===== src/rtl/matmul_pkg.sv =====
// Shared types and constants for the tiled MAC array controller.
// States, width helper and default sizing used by matmul_tile_ctrl and its loop counters.
package matmul_pkg;

   typedef enum logic [2:0] {
      S_IDLE  = 3'd0,
      S_CLEAR = 3'd1,
      S_RUN   = 3'd2,
      S_DRAIN = 3'd3,
      S_WRITE = 3'd4,
      S_DONE  = 3'd5
   } state_t;

   localparam int K_MAX_DEF    = 16;
   localparam int T_MAX_DEF    = 8;
   localparam int PIPE_LAT_DEF = 2;

   // Bits needed to hold every value 0..max_val inclusive.
   function automatic int cnt_width(input int max_val);
      return $clog2(max_val + 1);
   endfunction

endpackage


===== src/rtl/matmul_loop_cnt.sv =====
// Loop index counter: synchronous clear, increment strobe, and a flag
// that marks the final iteration (value == limit-1).
module matmul_loop_cnt #(
   parameter int W = 4
) (
   input  logic         clk,
   input  logic         rst_n,
   input  logic         clr,
   input  logic         inc,
   input  logic [W-1:0] limit,
   output logic [W-1:0] value,
   output logic         last
);

   localparam logic [W-1:0] ONE = W'(1);

   logic [W-1:0] r_value;

   always_ff @(posedge clk or negedge rst_n) begin
      if (!rst_n) begin
         r_value <= '0;
      end else if (clr) begin
         r_value <= '0;
      end else if (inc) begin
         r_value <= r_value + ONE;
      end
   end

   assign value = r_value;
   assign last  = (r_value == (limit - ONE));

endmodule


===== src/rtl/matmul_tile_ctrl.sv =====
// Tile sequencer for the MAC array: per tile clears, accumulates k beats,
// drains the pipeline and hands the result to writeback. Optional MATMUL_PERF_CNT_EN adds stall_cnt.
module matmul_tile_ctrl
   import matmul_pkg::*;
#(
   parameter  int K_MAX    = K_MAX_DEF,
   parameter  int T_MAX    = T_MAX_DEF,
   parameter  int PIPE_LAT = PIPE_LAT_DEF,
   localparam int KW       = cnt_width(K_MAX),
   localparam int TW       = cnt_width(T_MAX)
) (
   input  logic          clk,
   input  logic          rst_n,
   input  logic          start,
   input  logic [KW-1:0] k_len,
   input  logic [TW-1:0] tile_cnt,
   input  logic          op_valid,
   output logic          op_ready,
   output logic          en,
   output logic          clear,
   output logic [KW-1:0] k,
   output logic [TW-1:0] tile,
   output logic          acc_last,
   output logic          res_valid,
   input  logic          res_ready,
   output logic          busy,
   output logic          done,
   output logic          err
`ifdef MATMUL_PERF_CNT_EN
   ,
   output logic [31:0]   stall_cnt
`endif
);

   localparam int DW = (PIPE_LAT > 0) ? cnt_width(PIPE_LAT) : 1;
   localparam logic [DW-1:0] DRAIN_LAST = DW'((PIPE_LAT > 0) ? (PIPE_LAT - 1) : 0);
   localparam logic [DW-1:0] DRAIN_ONE  = DW'(1);
   localparam logic [KW-1:0] K_LIM      = KW'(K_MAX);
   localparam logic [TW-1:0] T_LIM      = TW'(T_MAX);

   state_t        r_state;
   state_t        w_state_nxt;
   logic [KW-1:0] r_k_len;
   logic [TW-1:0] r_tile_cnt;
   logic          r_err;
   logic [DW-1:0] r_drain_cnt;

   logic          w_start_acc;
   logic          w_illegal;
   logic          w_en;
   logic          w_res_hs;
   logic          w_k_last;
   logic          w_tile_last;

   // Handshakes: a beat transfers when op_valid & op_ready (RUN only); a
   // result transfers when res_valid & res_ready (WRITE only). Neither
   // ready nor valid ever depends on its partner in the same cycle.
   assign w_start_acc = (r_state == S_IDLE) & start;
   assign w_illegal   = (k_len == '0) | (k_len > K_LIM) |
                        (tile_cnt == '0) | (tile_cnt > T_LIM);
   assign w_en        = op_valid & (r_state == S_RUN);
   assign w_res_hs    = res_ready & (r_state == S_WRITE);

   matmul_loop_cnt #(.W(KW)) u_k_cnt (
      .clk   (clk),
      .rst_n (rst_n),
      .clr   (r_state == S_CLEAR),
      .inc   (w_en),
      .limit (r_k_len),
      .value (k),
      .last  (w_k_last)
   );

   matmul_loop_cnt #(.W(TW)) u_tile_cnt (
      .clk   (clk),
      .rst_n (rst_n),
      .clr   (w_start_acc),
      .inc   (w_res_hs & ~w_tile_last),
      .limit (r_tile_cnt),
      .value (tile),
      .last  (w_tile_last)
   );

   always_ff @(posedge clk or negedge rst_n) begin
      if (!rst_n) begin
         r_state <= S_IDLE;
      end else begin
         r_state <= w_state_nxt;
      end
   end

   always_comb begin
      w_state_nxt = r_state;
      case (r_state)
         S_IDLE:  if (start) w_state_nxt = w_illegal ? S_DONE : S_CLEAR;
         S_CLEAR: w_state_nxt = S_RUN;
         S_RUN:   if (w_en && w_k_last) w_state_nxt = (PIPE_LAT == 0) ? S_WRITE : S_DRAIN;
         S_DRAIN: if (r_drain_cnt == DRAIN_LAST) w_state_nxt = S_WRITE;
         S_WRITE: if (res_ready) w_state_nxt = w_tile_last ? S_DONE : S_CLEAR;
         S_DONE:  w_state_nxt = S_IDLE;
         default: w_state_nxt = S_IDLE;
      endcase
   end

   always_ff @(posedge clk or negedge rst_n) begin
      if (!rst_n) begin
         r_k_len     <= '0;
         r_tile_cnt  <= '0;
         r_err       <= 1'b0;
         r_drain_cnt <= '0;
      end else begin
         if (w_start_acc) begin
            r_k_len    <= k_len;
            r_tile_cnt <= tile_cnt;
            r_err      <= w_illegal;
         end
         r_drain_cnt <= (r_state == S_DRAIN) ? (r_drain_cnt + DRAIN_ONE) : '0;
      end
   end

   assign op_ready  = (r_state == S_RUN);
   assign en        = w_en;
   assign clear     = (r_state == S_CLEAR);
   assign acc_last  = w_en & w_k_last;
   assign res_valid = (r_state == S_WRITE);
   assign busy      = (r_state != S_IDLE);
   assign done      = (r_state == S_DONE);
   assign err       = (r_state == S_DONE) & r_err;

`ifdef MATMUL_PERF_CNT_EN
   logic [31:0] r_stall_cnt;
   logic        w_stall;

   assign w_stall = ((r_state == S_RUN) & ~op_valid) | ((r_state == S_WRITE) & ~res_ready);

   always_ff @(posedge clk or negedge rst_n) begin
      if (!rst_n) begin
         r_stall_cnt <= '0;
      end else if (w_start_acc) begin
         r_stall_cnt <= '0;
      end else if (w_stall && (r_stall_cnt != '1)) begin
         r_stall_cnt <= r_stall_cnt + 32'd1;
      end
   end

   assign stall_cnt = r_stall_cnt;
`endif

endmodule


===== config.mk =====
export PLATFORM = sky130hd
export DESIGN_NAME = matmul_tile_ctrl
export DESIGN_NICKNAME = d
export VERILOG_FILES = /design/src/rtl/matmul_pkg.sv /design/src/rtl/matmul_loop_cnt.sv /design/src/rtl/matmul_tile_ctrl.sv
export SDC_FILE = /design/constraint.sdc
export NUM_CORES = 1
export LEC_CHECK = 0
export BUFFER_PORTS_ARGS = -buffer_cell sky130_fd_sc_hd__buf_2
export CORE_MARGIN = 3
export CORE_UTILIZATION = 50
export DETAILED_ROUTE_END_ITERATION = 16
export PLACE_DENSITY_LB_ADDON = 0.3
export SYNTH_ARGS = -nofsm -noshare
export SYNTH_HDL_FRONTEND = slang
export SYNTH_SLANG_ARGS = --single-unit
export TNS_END_PERCENT = 1

===== constraint.sdc =====
create_clock -name clk -period 2 [get_ports clk]
set_input_delay 0.4 -clock clk [delete_from_list [all_inputs] [get_ports clk]]
set_output_delay 0.4 -clock clk [all_outputs]
set_load 0.02 [all_outputs]

# Word level (Yosys, flattened, before mapping)
# Cells that the tools add are included.
dict set report word_totals {
  reg_bits 24
  latchBits 0
  mem_bits_rw 0
  mem_bits_ro 0
  inputBits 14
  out_inout_bits 17
  word_cells 56
  memories 0
}
dict set report classes {
  addsub 5
  n_mul 0
  div 0
  n_lt_le_gt_ge 2
  eq_ne 12
  shift 0
  muxes 12
  bitwise 10
  n_reduce_logical 8
}
# cell count
set op_table {}
lappend op_table {{$mux W3} 6}
lappend op_table {{$pmux W3 S5} 1}
lappend op_table {{$mux W5} 2}
lappend op_table {{$mux W4} 2}
lappend op_table {{$and A1 B1 Y1} 6}
lappend op_table {{$eq A3 B2 Y1 const B} 2}
lappend op_table {{$eq A3 B3 Y1 const B} 2}
lappend op_table {{$add A5 B1 Y5 const B} 1}
lappend op_table {{$eq A5 B5 Y1} 1}
lappend op_table {{$gt A5 B5 Y1 const B} 1}
lappend op_table {{$logic_not A5 Y1} 1}
lappend op_table {{$sub A5 B1 Y5 const B} 1}
lappend op_table {{$add A4 B1 Y4 const B} 1}
lappend op_table {{$eq A4 B4 Y1} 1}
lappend op_table {{$gt A4 B4 Y1 const B} 1}
lappend op_table {{$logic_not A4 Y1} 1}
lappend op_table {{$ne A2 B1 Y1 const B} 2}
lappend op_table {{$ne A2 B2 Y1 const B} 2}
lappend op_table {{$reduce_and A4 Y1} 1}
lappend op_table {{$reduce_bool A2 Y1} 2}
lappend op_table {{$sub A4 B1 Y4 const B} 1}
lappend op_table {{$eq A3 B1 Y1 const B} 1}
lappend op_table {{$logic_not A3 Y1} 1}
lappend op_table {{$or A1 B1 Y1} 3}
lappend op_table {{6 further kinds} 6}

# Longest topological paths before layout
# Gate-level depths: netlist of run 1.
dict set report depth {
  depth_word 7
  depth_mapped 6
}

# Cells and area by module
# From an unflattened synthesis of run 1, not the netlist that was laid out.
dict set report unflattened {
  hier_cells 129
  hier_area_um2 1410.1
}
# module n_inst cells_per_inst area_per_inst_um2 seq_area_each_um2
set modules_own_cells {}
lappend modules_own_cells {matmul_tile_ctrl 1 67 793.3 375.4}
lappend modules_own_cells {{matmul_loop_cnt at u_k_cnt} 1 36 347.8 125.1}
lappend modules_own_cells {{matmul_loop_cnt at u_tile_cnt} 1 26 269.0 100.1}

# Worst setup path after synthesis of run 1
# Ideal clock, no wire load.
dict set report synth_path {
  path_type {register to output}
  from {register r_k_len[0]}
  to {output acc_last}
  t_arrival_ns 1.468
  path_slack_ns 0.132
  stages_incl_launch_ff 7
  n_path_buf 0
  path_cell_list {dfrtp_1 -> inv_1 -> ha_1 -> xnor2_1 -> a211oi_1 -> o311ai_1 -> nor2_1}
}
dict set report synth_via {
  elab_chain_cells 3
}
# item line_no
set synth_rtl {}
lappend synth_rtl {{start, declared} matmul_tile_ctrl.sv:43} ;# logic [KW-1:0] r_k_len;
lappend synth_rtl {{start signal, assigned} matmul_tile_ctrl.sv:113} ;# r_k_len <= k_len;
lappend synth_rtl {{$sub A5 B1 Y5} matmul_loop_cnt.sv:30} ;# assign last = (r_value == (limit - ONE));
lappend synth_rtl {{$eq A5 B5 Y1} matmul_loop_cnt.sv:30}
lappend synth_rtl {{$and A1 B1 Y1} matmul_tile_ctrl.sv:124} ;# assign acc_last = w_en & w_k_last;
lappend synth_rtl {{end, declared} matmul_tile_ctrl.sv:23} ;# output logic acc_last,
# Every way passes these cells.

# Worst setup path in the final report of run 1
# Ends and elaborated chain as after synthesis.

==> results.md, run 1 <==
- Number of max-cap violations: 0
- Sequential fraction of the synthesis area: 0.395
- Initial antenna violation count: 0
- Stages on the worst setup path: 7
- Row Count: 19
- Grt total ovfl: 0
- Finished Cell Area: 1810 um2
- Critical Path AT: 1.78 ns
- Final Hold Viols: 0
- Antenna-violating nets left: 0
- CORE AREA: about 2800 um2
- Final instance count without filler cells: 231
- Worst hold slack: 0.0287 ns
- Slowest cell on crit path: dfrtp_1
- Ports: 31
- Vias in the first global route: ~1,300
- Hold-fix buffer count after cts: 0
- DIE WIDTH: 61.1 um
- Relative slew margins: 0.640
- Worst setup margin: -0.175 ns
- Post-synth top area cell: dfrtp_1
- Skew-Pair Late Insertion Delay: 0.33 ns
- CTS tree: done
- Routed wire length: 3310 um
- Clock skew: 0.00254 ns
- Final GP Congestion: approximately 0.76
- Die Area: 3740 um2
- Buffers on Ports: 30
- Pleak: a little under 0.0009 uW
- Final nets: 220
- Vias: 1,316
- CTS max path bufs: 2
- Post-Syn Nets: 182
- Top cell type's share of synthesized area: 0.395
- GR Util met3: 0.0314
- Global-route wire length before repair: 5710 um
- Pwr Total: between 2000 and 3000 uW
- RSZ-0062 raised after global routing: true
- EDFF count, synth: 0
- Clock sink total: 24
- Post-route clock period utilization: 1.09
- CP Max Fanout: 4
- Worst path max stage delay: 0.41 ns
- Post-Synthesis Cells: 163
- Required @ worst endpoint: around 1.6 ns
- Top cells by area, synth: dfrtp_1 40%, nand2_1 5.9%, xor2_1 5.2%
- Tmin final: 2.18 ns
- Buf/Inv on CP: 2
- Initial Util: 0.537
- Number of buffers created by CTS: 3
- Syn. warnings: 0
- Failing checks: setup timing
- Syn Area/Cell: slightly above 9 um2
- Worst reg-to-reg setup slack: 0.25 ns
- Layout filler cell count: roughly 230
- Mapped Area: ~1500 um2
- Clk pin slew, worst setup/hold paths: about 0.14 ns
- Share of cells above drive strength 1: 0.285
- Max VDD drop: 0.780 mV
- Area after DPL: approximately 1700 um2
- Netlist cell types: 45
- Crit path launch type: register
- DR pass1 iterations: 4
- GR Util met1: 0.274
- CP Class: register to primary output
- M2 GR Usage: 0.329
- Ys async rst share: 1.00
- Top FF cell, synth: dfrtp_1
- Most used routing layer: met2
- WL/cell: 14.3 um
- Root Buffer: clkbuf_4
- Average via count per standard cell: 5.70
- Antenna Cells: 0
- Gr usage total: 0.203
- Type of the tightest min-delay check: primary input to async pin
- R2R depth: 6
- Final HPWL from detailed placement: 2480 um
- Slew Limit Fails: 0
- Outcome: finished with violations
- DRC violations left: 0
- H-tree levels: 1
- Cells after DPL: 224
- Final setup violating endpoints: 1
- Top delay family on crit path: compound AO/OA/AOI/OAI gates
- DR iter-0 viols: 64
- Pwr dens: 1530 nW/um2
- Setup crit end kind: primary output
- Highest clock rate: 460 MHz
- CP Cell Sequence: inv_2 -> ha_4 -> nand4bb_1 -> a211oi_2 -> o311ai_2 -> nor2_1 -> buf_4
- Largest net degree at the start of global routing: 25
- Area Growth Syn to Fin: 19.4%
- Synthesized flop and latch total: 24
- Die height: ~60 um
- Least-Margin Pin Slew: 0.539 ns
==> cell usage after synthesis (all sizes together), types with 3 or more instances <==
cell type	count
dfrtp	24
nand2	24
nor2	12
inv	10
xor2	9
o21ai	8
xnor2	8
nor3	7
buf	6
nand3	6
ha	5
a21oi	4
and3	4
a211oi	3
nand4	3
==> stage by stage <==
step / setup TNS [ns] / setup slack [ns] / util
2_1_floorplan: 0 / 0.132 / -
3_3_place_gp: 0 / 0.122 / 0.608
3_5_place_dp: 0 / 0.0456 / 0.608
4_1_cts: -0.189 / -0.189 / 0.636
5_1_grt: -0.251 / -0.251 / 0.641
6_report: -0.175 / -0.175 / 0.641
==> per-layer routing <==
layer  part of all wire  wire length [um]
met5                  0                 0
met4              0.018                59
met3              0.043               141
met2               0.48              1590
met1               0.46              1520
==> cell type report <==
type | count | area, um2 | share of cell area
Clock buffer | 4 | 36.3 | 0.0200
Tap cell | 31 | 38.8 | 0.0214
Sequential cell | 24 | 602 | 0.332
Multi-Input combinational cell | 122 | 872 | 0.481
Inverter | 10 | 37.5 | 0.0207
Timing Repair Buffer | 40 | 228 | 0.126
==> repair_timing <==
item                       CTS  global route
pin swaps                    2             2
buffers inserted             2             1
gates resized for setup      8             2
setup endpoints to repair    1             3
==> flip-flops by register name, indices dropped and copies added (netlist names) <==
register          flops
r_state               3
u_tile_cnt.value      4
r_drain_cnt           2
u_k_cnt.value         5
r_err                 1
r_k_len               5
r_tile_cnt            4
==> path summary, 6_finish.rpt <==
path | from | end
worst max-delay path | r_k_len[0] | acc_last
max in group asynchronous | rst_n | r_state[2]
worst min-delay path | rst_n | r_tile_cnt[3]
worst max register to register | r_tile_cnt[0] | u_tile_cnt.value[0]
worst min register to register | r_drain_cnt[0] | r_drain_cnt[0]
min in group clk | tile_cnt[2] | r_tile_cnt[2]
==> report_power, final <==
part	total (uW)	internal, uW	switching, uW
registers	909	678	232
clock network	271	112	159
logic	1590	695	893
==> cells by family (layout without fill, tap and decap cells) <==
| logic type | after synthesis | in the layout | share of synthesized area |
|---|---|---|---|
| multiplexers | 2 | 2 | 0.0132 |
| adder cells (fa/ha/maj) | 5 | 5 | 0.0412 |
| XOR/XNOR | 18 | 18 | 0.113 |
| flip-flops | 24 | 24 | 0.395 |
| AO/OA/AOI/OAI | 25 | 25 | 0.115 |
| AND/OR/NAND/NOR | 72 | 72 | 0.271 |
| buffers and inverters | 17 | 54 | 0.0511 |
==> layout by cell type, fill, tap and decap left out, types with 2 or more instances in the layout <==
cell	Yosys	final
nor3_1	6	6
a211oi_1	3	2
nand2b_1	2	2
a21oi_1	4	4
nand4_1	3	3
o21ai_0	6	6
xor2_1	9	9
buf_4	0	11
dfrtp_1	24	23
nand2_1	24	24
and3_1	4	4
inv_1	10	8
xnor2_1	8	8
buf_2	5	29
nor2_1	12	12
ha_1	5	4
o21ai_1	2	2
clkbuf_4	0	3
mux2i_1	2	2
nand3_1	5	5
nand4bb_1	2	2
a311oi_1	2	2
inv_2	0	2
No activity file was read; power rests on OpenSTA's default activity.
==> run 2, diff against run 1 <==
Settings changed: REMOVE_ABC_BUFFERS from default to 1.
==> results.md, run 2 (same netlist as run 1, synthesis figures left out) <==
- Most frequent cells in the layout: 29 x buf_2, 24 x nand2_1, 23 x dfrtp_1
- CORE AREA: 2830 um2 (unchanged)
- Post-route clock period utilization: 1.08 (-0.00943)
- Failing checks: setup timing
- CTS max path bufs: 2 (unchanged)
- WL/cell: 14.3 um (about the same)
- DR iter-0 viols: 50 (-22%)
- Critical Path AT: 1.76 ns (-0.02 ns)
- Outcome: finished with violations
- DIE WIDTH: 61.1 um (unchanged)
- Finished Cell Area: 1800 um2 (-0.69%)
- Cells after DPL: 225 (+0.45%)
- Vias: 1,287 (-2.2%)
- Tmin final: 2.16 ns (-0.0189 ns)
- Final Hold Viols: 0 (unchanged)
- Clk pin slew, worst setup/hold paths: 0.13 ns (about the same)
- Skew-Pair Late Insertion Delay: 0.31 ns (-0.02 ns)
- Share of cells above drive strength 1: 0.280 (-0.00500)
- CP Cell Sequence: inv_2 -> ha_4 -> xor2_1 -> nor2_1 -> o311ai_2 -> nor2_1 -> buf_4
- CTS tree: done
- H-tree levels: 1 (unchanged)
- Grt total ovfl: 0 (unchanged)
- Reg2Reg Launch Point: r_tile_cnt[0]
- Crit-path most repeated cell: nor2_1
- Routed wire length: 3310 um (about the same)
- Antenna-violating nets left: 0 (unchanged)
- Gr usage total: 0.194 (-0.00908)
- Worst setup margin: -0.156 ns (+0.0189 ns)
- DR pass1 iterations: 4 (unchanged)
- Clock sink total: 24 (unchanged)
- M2 GR Usage: 0.320 (-0.00906)
- Average via count per standard cell: 5.57 (-2.2%)
- Initial antenna violation count: 0 (unchanged)
- Worst hold slack: 0.0563 ns (+0.0276 ns)
- Area after DPL: 1730 um2 (+0.44%)
- Least-Margin Pin Slew: 0.541 ns (+0.00205 ns)
- DRC violations left: 0 (unchanged)
- Required @ worst endpoint: 1.60 ns (about the same)
- Pwr dens: 1510 nW/um2 (-0.98%)
- CP Max Fanout: 4 (unchanged)
- Initial Util: 0.537 (unchanged)
- Highest clock rate: 464 MHz (+0.87%)
- GR Util met3: 0.0252 (-0.00629)
- Final instance count without filler cells: 231 (unchanged)
- Largest net degree at the start of global routing: 25 (unchanged)
- Final HPWL from detailed placement: 2490 um (+0.25%)
- Final nets: 221 (+0.45%)
- TNS Setup: -0.156 ns (+0.0189 ns)
- Most used routing layer: met2
- Antenna Cells: 0 (unchanged)
- Slew Limit Fails: 0 (unchanged)
- Relative slew margins: 0.639 (-0.00137)
- Commonest non-fill, non-tap cell in the layout: buf_2
- Root Buffer: clkbuf_4
- Max VDD drop: 0.703 mV (-9.9%)
- Final setup violating endpoints: 1 (unchanged)
- Clock skew: 0.00322 ns (+0.000686 ns)
- Type of the tightest min-delay check: primary input to async pin
- Row Count: 19 (unchanged)
- Worst reg-to-reg setup slack: 0.25 ns (about the same)
- Number of buffers created by CTS: 3 (unchanged)
- Crit path launch type: register
- R2R depth: 6 (unchanged)
- Vias in the first global route: 1,208 (-4.9%)
- RSZ-0062 raised after global routing: true
- Hold-fix buffer count after cts: 0 (unchanged)
- Die Area: 3740 um2 (unchanged)
- Number of max-cap violations: 0 (unchanged)
- Setup crit end kind: primary output
- Global-route wire length before repair: 5450 um (-4.5%)
- Area Growth Syn to Fin: 18.6%
- Buffers on Ports: 30 (unchanged)
- GR Util met1: 0.267 (-0.00708)
- Die height: 61.1 um (unchanged)
- Layout filler cell count: 230 (-1.3%)
- Final GP Congestion: 0.767 (+1.1%)
- Ports: 31 (unchanged)
- CP Class: register to primary output
- R2r endpoint: u_tile_cnt.value[1]
- Slowest cell on crit path: dfrtp_1
- Worst path max stage delay: 0.41 ns (about the same)
- Pleak: 0.000887 uW (-0.37%)
-- run 2: cell types whose count changed in the layout (fill, tap and decap cells not counted) --
cell,delta
clkbuf_8,-1
nor4bb_1,+1
nor4bb_2,-1
buf_4,+1
a21boi_1,-1
a21boi_0,+1
-- run 2: worst max-delay path: cells and delay by family (launching register included) --
kind / cells / cell delay (ns)
DFF: 1 / 0.41
AOI/OAI and AO/OA: 1 / 0.35
buffers and inverters: 2 / 0.25
adders and majority gates: 1 / 0.15
xor gates and xnor gates: 1 / 0.15
and+or+nand+nor: 2 / 0.14
-- run 2: worst max path at each step --
| stage | start | endpoint | slack, ns | cells past startpoint |
|---|---|---|---|---|
| 6_report | r_k_len[0] | acc_last | -0.16 | 7 |
| 5_1_grt | r_k_len[0] | acc_last | -0.26 | 7 |
| 4_1_cts | r_k_len[1] | acc_last | -0.15 | 7 |
| 3_5_place_dp | r_k_len[0] | acc_last | 0.06 | 7 |
| 3_3_place_gp | r_k_len[0] | acc_last | 0.11 | 7 |
| 2_1_floorplan | r_state[2] | acc_last | -0.61 | 3 |
-- run 2: where the power goes --
group / total (uW) / internal (uW) / switching (uW)
sequential: 920 / 677 / 243
combinational: 1590 / 713 / 876
clock: 212 / 70.3 / 142
-- run 2: cell type report --
class / count / area (um2) / area share
multi-input combinational: 122 / 866 / 0.481
sequential: 24 / 602 / 0.334
timing repair buffer: 41 / 235 / 0.131
inverter: 10 / 37.5 / 0.0208
tap: 31 / 38.8 / 0.0215
clock buffer: 3 / 22.5 / 0.0125
-- run 2: timing repair --
item,4_1_cts,5_1_grt
pin swaps,2,2
endpoints found under the setup margin,1,2
setup buffers,2,1
gates resized for setup,7,1
-- run 2: through the flow --
step	power [uW]	setup WS, ns	util
6_report	2720	-0.156	0.637
4_1_cts	2700	-0.151	0.634
3_5_place_dp	2380	0.0554	0.611
2_1_floorplan	1920	-0.611	-
5_1_grt	2940	-0.260	0.637
3_3_place_gp	2330	0.110	0.611
-- run 2: layer usage --
metal  part of all wire  vias up
li1                   -      644
met4             0.0060        0
met1               0.48      613
met3              0.037        2
met2               0.47       28
met5                  0        -
==> run 3, diff against run 2 <==
==> constraint.sdc (replaced) <==
create_clock -name clk -period 2 [get_ports clk]
set_input_delay 0.1 -clock clk [delete_from_list [all_inputs] [get_ports clk]]
set_output_delay 0.1 -clock clk [all_outputs]
set_load 0.02 [all_outputs]
==> results.md, run 3 (same netlist as run 1, synthesis figures left out) <==
- Layout filler cell count: 230 (unchanged)
- Share of cells above drive strength 1: 0.251 (-0.0288)
- Final setup violating endpoints: 0 (-1)
- Worst hold stages: 3
- Type of the tightest min-delay check: primary input to register
- Highest clock rate: 509 MHz (+9.8%)
- Antenna-violating nets left: 0 (unchanged)
- Tmin final: 1.96 ns (-0.193 ns)
- Crit path launch type: register
- Vias: 1,351 (+5.0%)
- Top delay family on crit path: compound AO/OA/AOI/OAI gates
- DR pass1 iterations: 4 (unchanged)
- Buf/Inv on CP: 2 (unchanged)
- DRC violations left: 0 (unchanged)
- WL/cell: 14.7 um (+2.4%)
- RSZ-0062 raised after global routing: true
- DR iter-0 viols: 118 (+140%)
- CP Class: register to primary output
- CORE AREA: 2830 um2 (unchanged)
- Reg2Reg Launch Point: r_state[1]
- Clock sink total: 24 (unchanged)
- Root Buffer: clkbuf_4
- CTS tree: done
- Slowest cell on crit path: dfrtp_1
- Largest net degree at the start of global routing: 25 (unchanged)
- Die Area: 3740 um2 (unchanged)
- Skew-Pair Late Insertion Delay: 0.32 ns (about the same)
- Hold path start: res_ready
- Commonest non-fill, non-tap cell in the layout: buf_2
- Area after DPL: 1710 um2 (-1.3%)
- Final Hold Viols: 0 (unchanged)
- WL met2: 1740 um (+11%)
- Final nets: 227 (+2.7%)
- R2r endpoint: u_tile_cnt.value[3]
- Number of buffers created by CTS: 3 (unchanged)
- TNS Setup: 0 ns (+0.156 ns)
- Final HPWL from detailed placement: 2500 um (+0.40%)
- Metal3 WL: 153 um (+26%)
- Required @ worst endpoint: 1.90 ns (+0.30 ns)
- Worst reg-to-reg setup slack: 0.21 ns (-0.04 ns)
- Post-route clock period utilization: 0.982 (-0.0964)
- Grt total ovfl: 0 (unchanged)
- Ports: 31 (unchanged)
- Slew Limit Fails: 0 (unchanged)
- Relative slew margins: 0.634 (-0.00521)
- Setup crit end kind: primary output
- Final GP Congestion: 0.826 (+7.7%)
- Clock skew: 0.00201 ns (-0.00121 ns)
- Cells after DPL: 222 (-1.3%)
- Worst path max stage delay: 0.43 ns (+0.02 ns)
- Outcome: finished, final reports clean
- Critical Path AT: 1.86 ns (+0.10 ns)
- Buffers on Ports: 30 (unchanged)
- Max VDD drop: 0.707 mV (+0.56%)
- Global-route wire length before repair: 6070 um (+11%)
- Metal1 wirelength: 1550 um (-2.8%)
- CP Cell Sequence: inv_2 -> ha_4 -> nand4bb_1 -> a211oi_2 -> o311ai_2 -> nor2_1 -> buf_4
- Antenna Cells: 0 (unchanged)
- Area Growth Syn to Fin: 24.1%
- Final instance count without filler cells: 238 (+3.0%)
- Die height: 61.1 um (unchanged)
- Initial antenna violation count: 0 (unchanged)
- Highest routed layer: met4
- Gr usage total: 0.217 (+0.0226)
- Worst hold slack: 0.133 ns (+0.0762 ns)
- Pleak: 0.000918 uW (+3.5%)
- Finished Cell Area: 1880 um2 (+4.6%)
- Average via count per standard cell: 5.68 (+1.9%)
- DIE WIDTH: 61.1 um (unchanged)
- Number of max-cap violations: 0 (unchanged)
- Initial Util: 0.537 (unchanged)
- Row Count: 19 (unchanged)
- Clk pin slew, worst setup/hold paths: 0.13 ns (about the same)
- Routed wire length: 3490 um (+5.5%)
- R2R depth: 4 (-2)
- CP Max Fanout: 4 (unchanged)
- CTS max path bufs: 2 (unchanged)
- H-tree levels: 1 (unchanged)
- Most frequent cells in the layout: 29 x buf_2, 24 x nand2_1, 24 x dfrtp_1
- Pwr dens: 1450 nW/um2 (-4.3%)
- Hold path endpoint: r_state[2]
- Vias in the first global route: 1,342 (+11%)
- Least-Margin Pin Slew: 0.549 ns (+0.00782 ns)
[run 3: cell types whose count changed in the layout (fill, tap and decap cells not counted)]
cell,before,now
buf_4,12,8
dfrtp_1,23,24
dfrtp_2,1,0
clkbuf_8,0,1
dlygate4sd3_1,0,10
[run 3: layout make-up]
class,instances,area (um2),area share
Sequential cell,24,601,0.319
Clock buffer,4,36.3,0.0193
Inverter,10,37.5,0.0199
Tap cell,31,38.8,0.0206
Timing Repair Buffer,47,305,0.162
Multi-Input combinational cell,122,866,0.459
[run 3: how the worst max path moves through the flow]
| stage | startpoint | endpoint | slack (ns) | depth (start not counted) |
|---|---|---|---|---|
| 2_1_floorplan | r_state[2] | u_k_cnt.value[3] | -0.36 | 4 |
| 3_3_place_gp | r_state[1] | u_tile_cnt.value[3] | 0.33 | 4 |
| 3_5_place_dp | r_state[1] | u_tile_cnt.value[3] | 0.25 | 4 |
| 4_1_cts | r_k_len[0] | acc_last | 0.007 | 7 |
| 5_1_grt | r_k_len[0] | acc_last | -0.11 | 7 |
| 6_report | r_k_len[0] | acc_last | 0.04 | 7 |
[run 3: power breakdown]
group	internal [uW]	leakage, uW	switching [uW]
Combinational	669	0.000588	874
Clock	111	0.0000210	146
Sequential	675	0.000309	248
Total	1460	0.000918	1270
[run 3: worst register-to-register path: stages (launching register included)]
cell and delay [ns]:
dfrtp_1 0.55, or4b_4 0.68, o311a_1 0.16, a211oi_1 0.19, o21ai_1 0.10
[run 3: repair_timing]
item	4_1_cts	5_1_grt
hold endpoints to repair	33	0
pin swaps	0	4
setup endpoints to repair	1	1
setup buffers	1	1
gates resized for setup	3	4
hold buffers	10	0
[run 3: through the flow]
step	util	power, uW	setup slack, ns
floorplan	-	1920	-0.357
global placement	0.603	2270	0.328
detailed placement	0.603	2350	0.255
CTS	0.659	2680	0.00750
global route	0.666	2980	-0.113
finish	0.666	2720	0.0366
[run 3: metal layers]
layer,global-route usage,up-vias
li1,-,659
met1,0.291,650
met2,0.360,37
met3,0.0335,5
met4,0.0681,0
met5,0,-
